==> config.mk <==
export PLATFORM = sky130hd
export DESIGN_NAME = serial_bcd_adder
export DESIGN_NICKNAME = d
export VERILOG_FILES = /design/src/rtl/serial_bcd_adder.sv
export SDC_FILE = /design/constraint.sdc
export NUM_CORES = 1
export LEC_CHECK = 0
export ABC_AREA = 1
export BUFFER_PORTS_ARGS = -buffer_cell sky130_fd_sc_hd__buf_4
export CAP_MARGIN = 5
export CORE_MARGIN = 3
export CORE_UTILIZATION = 44
export DETAILED_ROUTE_END_ITERATION = 12
export PLACE_DENSITY = 0.68
export SLEW_MARGIN = 10
export SYNTH_ARGS = -nofsm -noshare
export SYNTH_HDL_FRONTEND = slang
export SYNTH_SLANG_ARGS = --single-unit
==> constraint.sdc <==
create_clock -name clk -period 2 [get_ports clk]
set_input_delay 0.2 -clock clk [delete_from_list [all_inputs] [get_ports clk]]
set_output_delay 0.2 -clock clk [all_outputs]
set_load 0.01 [all_outputs]
==> src/rtl/serial_bcd_adder.sv <==
// Digit-serial multi-digit BCD adder: one shared digit slice plus a decimal carry
// register. It processes one digit per clock, least significant digit first, using a start/busy/done handshake.
module serial_bcd_adder #(
    parameter  int DIGITS = 4,
    localparam int CNT_W  = $clog2(DIGITS + 1)
) (
    input  logic                  clk,
    input  logic                  rst,
    input  logic                  start,
    input  logic [4*DIGITS-1:0]   a,
    input  logic [4*DIGITS-1:0]   b,
    input  logic                  cin,
    output logic                  busy,
    output logic                  done,
    output logic [4*DIGITS-1:0]   s,
    output logic                  cout,
    output logic                  err
);

    localparam int W = 4 * DIGITS;

    typedef enum logic [1:0] {
        IDLE = 2'd0,
        RUN  = 2'd1,
        DONE = 2'd2
    } state_t;

    state_t             state_reg;
    logic [W-1:0]       op_a_reg;
    logic [W-1:0]       op_b_reg;
    logic               carry_reg;
    logic [CNT_W-1:0]   cnt_reg;
    logic               err_pend_reg;

    logic [4:0]         raw_next;
    logic [4:0]         raw_adj_next;
    logic [3:0]         digit_next;
    logic               carry_next;
    logic [W-1:0]       acc_next;
    logic [DIGITS-1:0]  bad_digit;

    // Shared digit slice: binary add, then +6 correction when the sum leaves 0..9.
    always_comb begin
        raw_next     = {1'b0, op_a_reg[3:0]} + {1'b0, op_b_reg[3:0]} + {4'b0000, carry_reg};
        raw_adj_next = raw_next + 5'd6;
        if (raw_next > 5'd9) begin
            digit_next = raw_adj_next[3:0];
            carry_next = 1'b1;
        end else begin
            digit_next = raw_next[3:0];
            carry_next = 1'b0;
        end
    end

    generate
        for (genvar gi = 0; gi < DIGITS; gi++) begin : g_chk
            assign bad_digit[gi] = (a[4*gi +: 4] > 4'd9) | (b[4*gi +: 4] > 4'd9);
        end
    endgenerate

    // Result digits enter at the top, so after DIGITS shifts digit 0 sits in [3:0].
    generate
        if (DIGITS == 1) begin : g_acc_one
            assign acc_next = digit_next;
        end else begin : g_acc_many
            logic [W-5:0] acc_reg;

            assign acc_next = {digit_next, acc_reg};

            always_ff @(posedge clk) begin
                if (rst) begin
                    acc_reg <= '0;
                end else if (state_reg == RUN) begin
                    acc_reg <= acc_next[W-1:4];
                end
            end
        end
    endgenerate

    always_ff @(posedge clk) begin
        if (rst) begin
            state_reg    <= IDLE;
            op_a_reg     <= '0;
            op_b_reg     <= '0;
            carry_reg    <= 1'b0;
            cnt_reg      <= '0;
            err_pend_reg <= 1'b0;
            busy         <= 1'b0;
            done         <= 1'b0;
            s            <= '0;
            cout         <= 1'b0;
            err          <= 1'b0;
        end else begin
            done <= 1'b0;
            unique case (state_reg)
                IDLE, DONE: begin
                    if (start) begin
                        op_a_reg     <= a;
                        op_b_reg     <= b;
                        carry_reg    <= cin;
                        err_pend_reg <= |bad_digit;
                        cnt_reg      <= '0;
                        busy         <= 1'b1;
                        state_reg    <= RUN;
                    end else begin
                        state_reg    <= IDLE;
                    end
                end
                RUN: begin
                    op_a_reg  <= op_a_reg >> 4;
                    op_b_reg  <= op_b_reg >> 4;
                    carry_reg <= carry_next;
                    cnt_reg   <= cnt_reg + CNT_W'(1);
                    if (cnt_reg == CNT_W'(DIGITS - 1)) begin
                        s         <= acc_next;
                        cout      <= carry_next;
                        err       <= err_pend_reg;
                        busy      <= 1'b0;
                        done      <= 1'b1;
                        state_reg <= DONE;
                    end
                end
                default: begin
                    state_reg <= IDLE;
                    busy      <= 1'b0;
                end
            endcase
        end
    end

endmodule

## Word-level counts from Yosys, hierarchy flattened

Index checks and enable logic that the tools add are counted.

| storage, ports and cells | value |
|---|---|
| logic and storage cells | 61 |
| bits of input ports | 36 |
| output and inout bits | 20 |
| register bits after elaboration | 71 |

| operators by class | value |
|---|---|
| magnitude comparators | 9 |
| bitwise gates (word level) | 5 |
| reduce and logical (&&, ||, !) cells | 9 |
| muxes and demuxes | 17 |
| equality and inequality tests | 5 |
| $add $sub $neg | 4 |

Operators with widths:

| operator | count |
|---|---|
| case mux 16 bit (2 select lines) | 2 |
| greater-than comparator 4 bit (second input constant) | 8 |
| 2-to-1 mux 16 bit | 2 |
| AND reduction 2 bit | 4 |
| 2-to-1 mux 1 bit | 6 |
| case mux 3 bit (2 select lines) | 1 |
| adder 4 x 4 -> 5 bit | 1 |
| adder 5 x 1 -> 5 bit | 1 |
| greater-than comparator 5 x 4 -> 1 bit (second input constant) | 1 |
| adder 4 x 3 -> 4 bit (second input constant) | 1 |
| 2-to-1 mux 4 bit | 1 |
| OR 1 bit | 4 |
| case mux 1 bit (2 select lines) | 2 |
| case mux 2 bit (2 select lines) | 1 |
| OR reduction 2 bit | 2 |
| OR reduction 4 bit | 1 |
| adder 3 x 1 -> 3 bit (second input constant) | 1 |
| == test 3 x 2 -> 1 bit (second input constant) | 1 |
| 2-to-1 mux 3 bit | 1 |
| == test 2 x 1 -> 1 bit (second input constant) | 1 |
| == test 2 bit (second input constant) | 1 |
| zero test 2 bit | 1 |
| 2-to-1 mux 2 bit | 1 |
| inequality test 2 x 1 -> 1 bit (second input constant) | 1 |
| other kinds (3) | 3 |

## Logic depth before layout (Yosys ltp)

| depth | value |
|---|---|
| word-level depth | 5 |
| gate-level depth with buffers | 15 |
| gate-level depth less buffers | 15 |

## Worst setup path before layout

Ideal clock, no wire load.

| timing path | value |
|---|---|
| path kind | register to register |
| from | register op_a_reg[0] |
| to | register g_acc_many.acc_reg[11] |
| buffers on the path | 0 |
| stages on the path, launching flop included | 16 |
| setup slack | -182 ps |
| data arrival time | 2073 ps |
| library setup time | 109 ps |
| required time | 1891 ps |
| clock period less this slack | 2182 ps |
| cell sequence | dfxtp_1 > fa_1 > fa_1 > inv_1 > nand2_1 > nand2_2 > ha_1 > inv_1 > nor2_1 > a21oi_2 > nand2_2 > nand2_2 > nand2_1 > nand3_1 > nand2_1 > inv_1 |

| on the way | value |
|---|---|
| word-level cells in the longest chain between the ends | 4 |
| elaborated cells on any way between the ends | 5 |
| classes of those cells | add/sub: 3; order compare: 1; mux: 1 |

Ends and longest elaborated chain:

| element | RTL line | RTL |
|---|---|---|
| start, declared | 29 | `logic [W-1:0] op_a_reg;` |
| start signal, assigned | 110 | `op_a_reg <= op_a_reg >> 4;` |
| adder 4 x 4 -> 5 bit (*) | 44 | `raw_next = {1'b0, op_a_reg[3:0]} + {1'b0, op_b_reg[3:0]} + {4'b0000, carry_reg};` |
| adder 5 x 1 -> 5 bit (*) | 44 |  |
| adder 4 x 3 -> 4 bit / greater-than comparator 5 x 4 -> 1 bit (equally long branches) | 45, 46 |  |
| 2-to-1 mux 4 bit (*) | 46 | `if (raw_next > 5'd9) begin` |
| end signal, assigned | 74 | `acc_reg <= acc_next[W-1:4];` |
| end, declared | 66 | `logic [W-5:0] acc_reg;` |

Every way passes the cells marked *; elsewhere a longest branch is shown, timed or not.
A chain may end at the register's enable or synchronous reset.

## Worst setup path in the final report

| timing path | value |
|---|---|
| from | register op_a_reg[0] |
| to | register g_acc_many.acc_reg[9] |

Same word-level chain as after synthesis.

==> summary.txt <==
Run status
  – Outcome: complete, but fails checks
  – Violated checks: negative setup slack

Synthesis
  – Main synth FF type: dfxtp_1
  – Synth area leaders: dfxtp_1 47%, o21ai_0 8.0%, a21oi_1 7.1%
  – Synth Register Bits: between 70 and 80
  – Distinct cell type count after synthesis: 31
  – Register area share after synthesis: 47.1%
  – Avg Inst Size Synth: 8.16 um2
  – Share of Yosys cell area claimed by the top area cell type: 47.1%
  – Post-Syn Area: 0.00302 mm2
  – Cell taking the most area after synthesis: dfxtp_1
  – Yosys warning count: 0
  – Post-synth EDFFs: 0
  – Syn Nets: 414
  – FFs w/ async S/R, synth: 0%
  – Cells after synthesis: 370

Detailed routing
  – Average routed wire per standard cell: about 13 um
  – DRT Pass-1 Iters: 4
  – Mean number of vias per cell: 5.17
  – Routed wire length: 6860 um
  – Post-route antenna net violation count: 0
  – Vias: 2642
  – # DRC: 0
  – Initial DRC count: 89

Global routing
  – Largest net degree at the start of global routing: 46
  – All-layer global routing usage: 19.0%
  – First-pass GRT wire length: 11600 um
  – Initial antenna violation count: 0
  – Vias in the first global route: 2600
  – Total grt overflow: 0

Setup path
  – Critical path's slowest cell: fa_2
  – Crit path cell chain: fa_2 -> fa_2 -> inv_2 -> ha_4 -> inv_2 -> nor2_2 -> a21oi_2 -> nand2_2 -> nand3_1 -> nand3_1 -> nand2_1 -> inv_1
  – Worst path bufs/invs: 3
  – Critical path class: flip-flop to flip-flop
  – Top delay family on crit path: adder cells
  – Crit-path max cell delay: 0.56 ns
  – RR Startpoint: op_a_reg[0]
  – Crit path max fanout: 4
  – Critical path startpoint: op_a_reg[0]
  – Worst R2R Path Depth: 12
  – Data required time of the worst path: 2.24 ns
  – R2r setup slk: -0.19 ns
  – Startpoint types: flip-flop
  – CP Capture Type: flip-flop
  – Critical Path AT: about 2.4 ns
  – R2R Path End: g_acc_many.acc_reg[9]

Pwr
  – Design Power: 0.00355 W
  – PwrDens: 943 mW/mm2
  – Peak VDD IR: 0.000489 V
  – Pint: 0.00253 W
  – Power share of the combinational group: 19.7%
  – Leakage power: 1.69 nW
  – Psw: 0.00102 W
  – Sequential power share: a little over two fifths
  – Switching share of total power: between 20 and 30%
  – Clock power share: 36.3%

STA
  – Actual slew at the worst max-slew pin: 0.395 ns
  – Finish-stage setup viols: 8
  – Worst hold slack: between 0.09 and 0.1 ns
  – Final min period: 2.19 ns
  – Fin Clk Skew: 0.0114 ns
  – Tcrit/Tclk final: 110%
  – Max Slew Vio Count: 0
  – Worst setup margin: -0.190 ns
  – Max Freq: 457 MHz
  – RSZ-0062 raised after global routing: yes
  – Slew HR: 73.7%
  – Fin. Hold Viols: 0

Layout
  – Layout cells sized above 1: 26.3%
  – Final nets: 473
  – Layout area overhead: 24.9%
  – Layout fillers: 588
  – Fin cells: slightly above 500
  – Final Util: 58.0%
  – Antenna cells: 0
  – Design Area, Final: ~0.0038 mm2

Clock network
  – # hold bufs at CTS: 0
  – Num CTS Buffers: 9
  – H-Tree Depth: 3
  – Root Driver: clkbuf_8
  – Worst-path clk slew: 0.08 ns
  – CTS tree: done
  – Clk buf depth: 2
  – Clk sinks: 71
  – Worst skew pair latency: around 0.34 ns

Floorplanning
  – Die height: 88.8 um
  – Top-Level Pins: 56
  – Initial core utilization: roughly 46%
  – Number of placement rows: 29
  – DIE WIDTH: 88.8 um
  – Core footprint: between 0.006 and 0.007 mm2
  – Die area: 0.00789 mm2

Worst hold path
  – Worst hold path depth: 3
  – Hold Startpoint: b[8]
  – Hold path endpoint: op_b_reg[8]
  – Hold crit path type: input port to flip-flop

Place
  – Placed insts: 491
  – Final Wtd Congestion: 0.784
  – Placed Area: 0.00347 mm2
  – Port Buffer Count: 55
  – DPL Wire Length: ~4700 um

Run
  – Max-cap violations: 0
through the flow:
| stage | TNS (ns) | setup slack (ns) |
|---|---|---|
| after floorplan | -0.618 | -0.0993 |
| after global placement | -1.09 | -0.150 |
| after detailed placement | -1.47 | -0.208 |
| after CTS | -1.31 | -0.188 |
| after global routing | -2.31 | -0.332 |
| final | -1.34 | -0.190 |
power by group through the flow:
stage               Clock, W  Sequential, W  Combinational, W
floorplan                  0        0.00158          0.000457
global placement           0        0.00159          0.000618
detailed placement         0        0.00159          0.000637
CTS                  0.00133        0.00156          0.000662
global route         0.00137        0.00157          0.000801
finish               0.00129        0.00156          0.000699
cell type report:
cell class | count | area [um2] | share of cell area [%]
Sequential cell | 71 | 1420 | 37.8
Multi-Input combinational cell | 247 | 1370 | 36.2
Timing Repair Buffer | 69 | 534 | 14.2
Clock buffer | 9 | 124 | 3.29
Inverter | 31 | 121 | 3.22
Clock inverter | 7 | 105 | 2.79
Tap cell | 77 | 96.3 | 2.56
timing repair:
item / 4_1_cts / 5_1_grt
cloned: 0 / 0
gates resized for setup: 3 / 8
pin swaps: 4 / 3
buffers inserted: 2 / 2
setup endpoints to repair: 8 / 8
cells in the final DEF (no fill, tap or decap), drive strengths merged:
cell,n
ha,6
o221ai,1
buf,69
a211oi,3
a22o,1
o22ai,19
clkinv,2
o21ai,54
nand4,2
bufinv,2
fa,2
clkbuf,9
dfxtp,71
o21a,2
nor3,5
a21oi,45
inv,33
nand2,47
clkinvlp,1
nor2,38
nand3,22
synth_stat cells, drive strengths merged (2+ instances only):
| cell | count |
|---|---|
| dfxtp | 71 |
| o21ai | 54 |
| nand2 | 47 |
| a21oi | 45 |
| nor2 | 38 |
| inv | 31 |
| nand3 | 22 |
| o22ai | 19 |
| buf | 12 |
| clkbuf | 9 |
| ha | 6 |
| nor3 | 5 |
| a211oi | 3 |
| fa | 2 |
| nand4 | 2 |
| o21a | 2 |
worst max-delay path by stage:
stage                             end  cells after the start  slack (ns)
2_1_floorplan  g_acc_many.acc_reg[11]                     13        -0.1
3_3_place_gp   g_acc_many.acc_reg[11]                     13       -0.15
3_5_place_dp   g_acc_many.acc_reg[11]                     13       -0.21
4_1_cts         g_acc_many.acc_reg[9]                     12       -0.19
5_1_grt         g_acc_many.acc_reg[9]                     12       -0.33
6_report        g_acc_many.acc_reg[9]                     12       -0.19
metal layers:
| metal | routed length, um | part of all wire (%) | vias up | GRT usage, % |
|---|---|---|---|---|
| li1 | - | - | 1390 | - |
| met1 | 3230 | 47 | 1205 | 24.9 |
| met2 | 3350 | 49 | 41 | 30.6 |
| met3 | 224 | 3.3 | 6 | 3.45 |
| met4 | 62 | 0.90 | 0 | 8.38 |
| met5 | 0 | 0 | - | 0 |
cell families (layout without fill, tap and decap cells):
| logic type | count (synthesis) | in the layout | synth area share (%) |
|---|---|---|---|
| AO/OA/AOI/OAI | 125 | 125 | 22.4 |
| flip-flops | 71 | 71 | 47.1 |
| adder cells (fa/ha/maj) | 8 | 8 | 3.81 |
| AND/OR/NAND/NOR | 114 | 114 | 17.4 |
| buffers and inverters | 52 | 116 | 9.32 |
worst register-to-register path: stages, from the launching register on:
cell     delay (ns)
dfxtp_2        0.33
fa_2           0.41
fa_2           0.56
inv_2          0.06
ha_4           0.15
inv_2          0.05
nor2_2         0.03
a21oi_2        0.10
nand2_2        0.10
nand3_1        0.10
nand3_1        0.08
nand2_1        0.07
inv_1          0.04
Note: power is estimated with default switching activity, not from simulation.
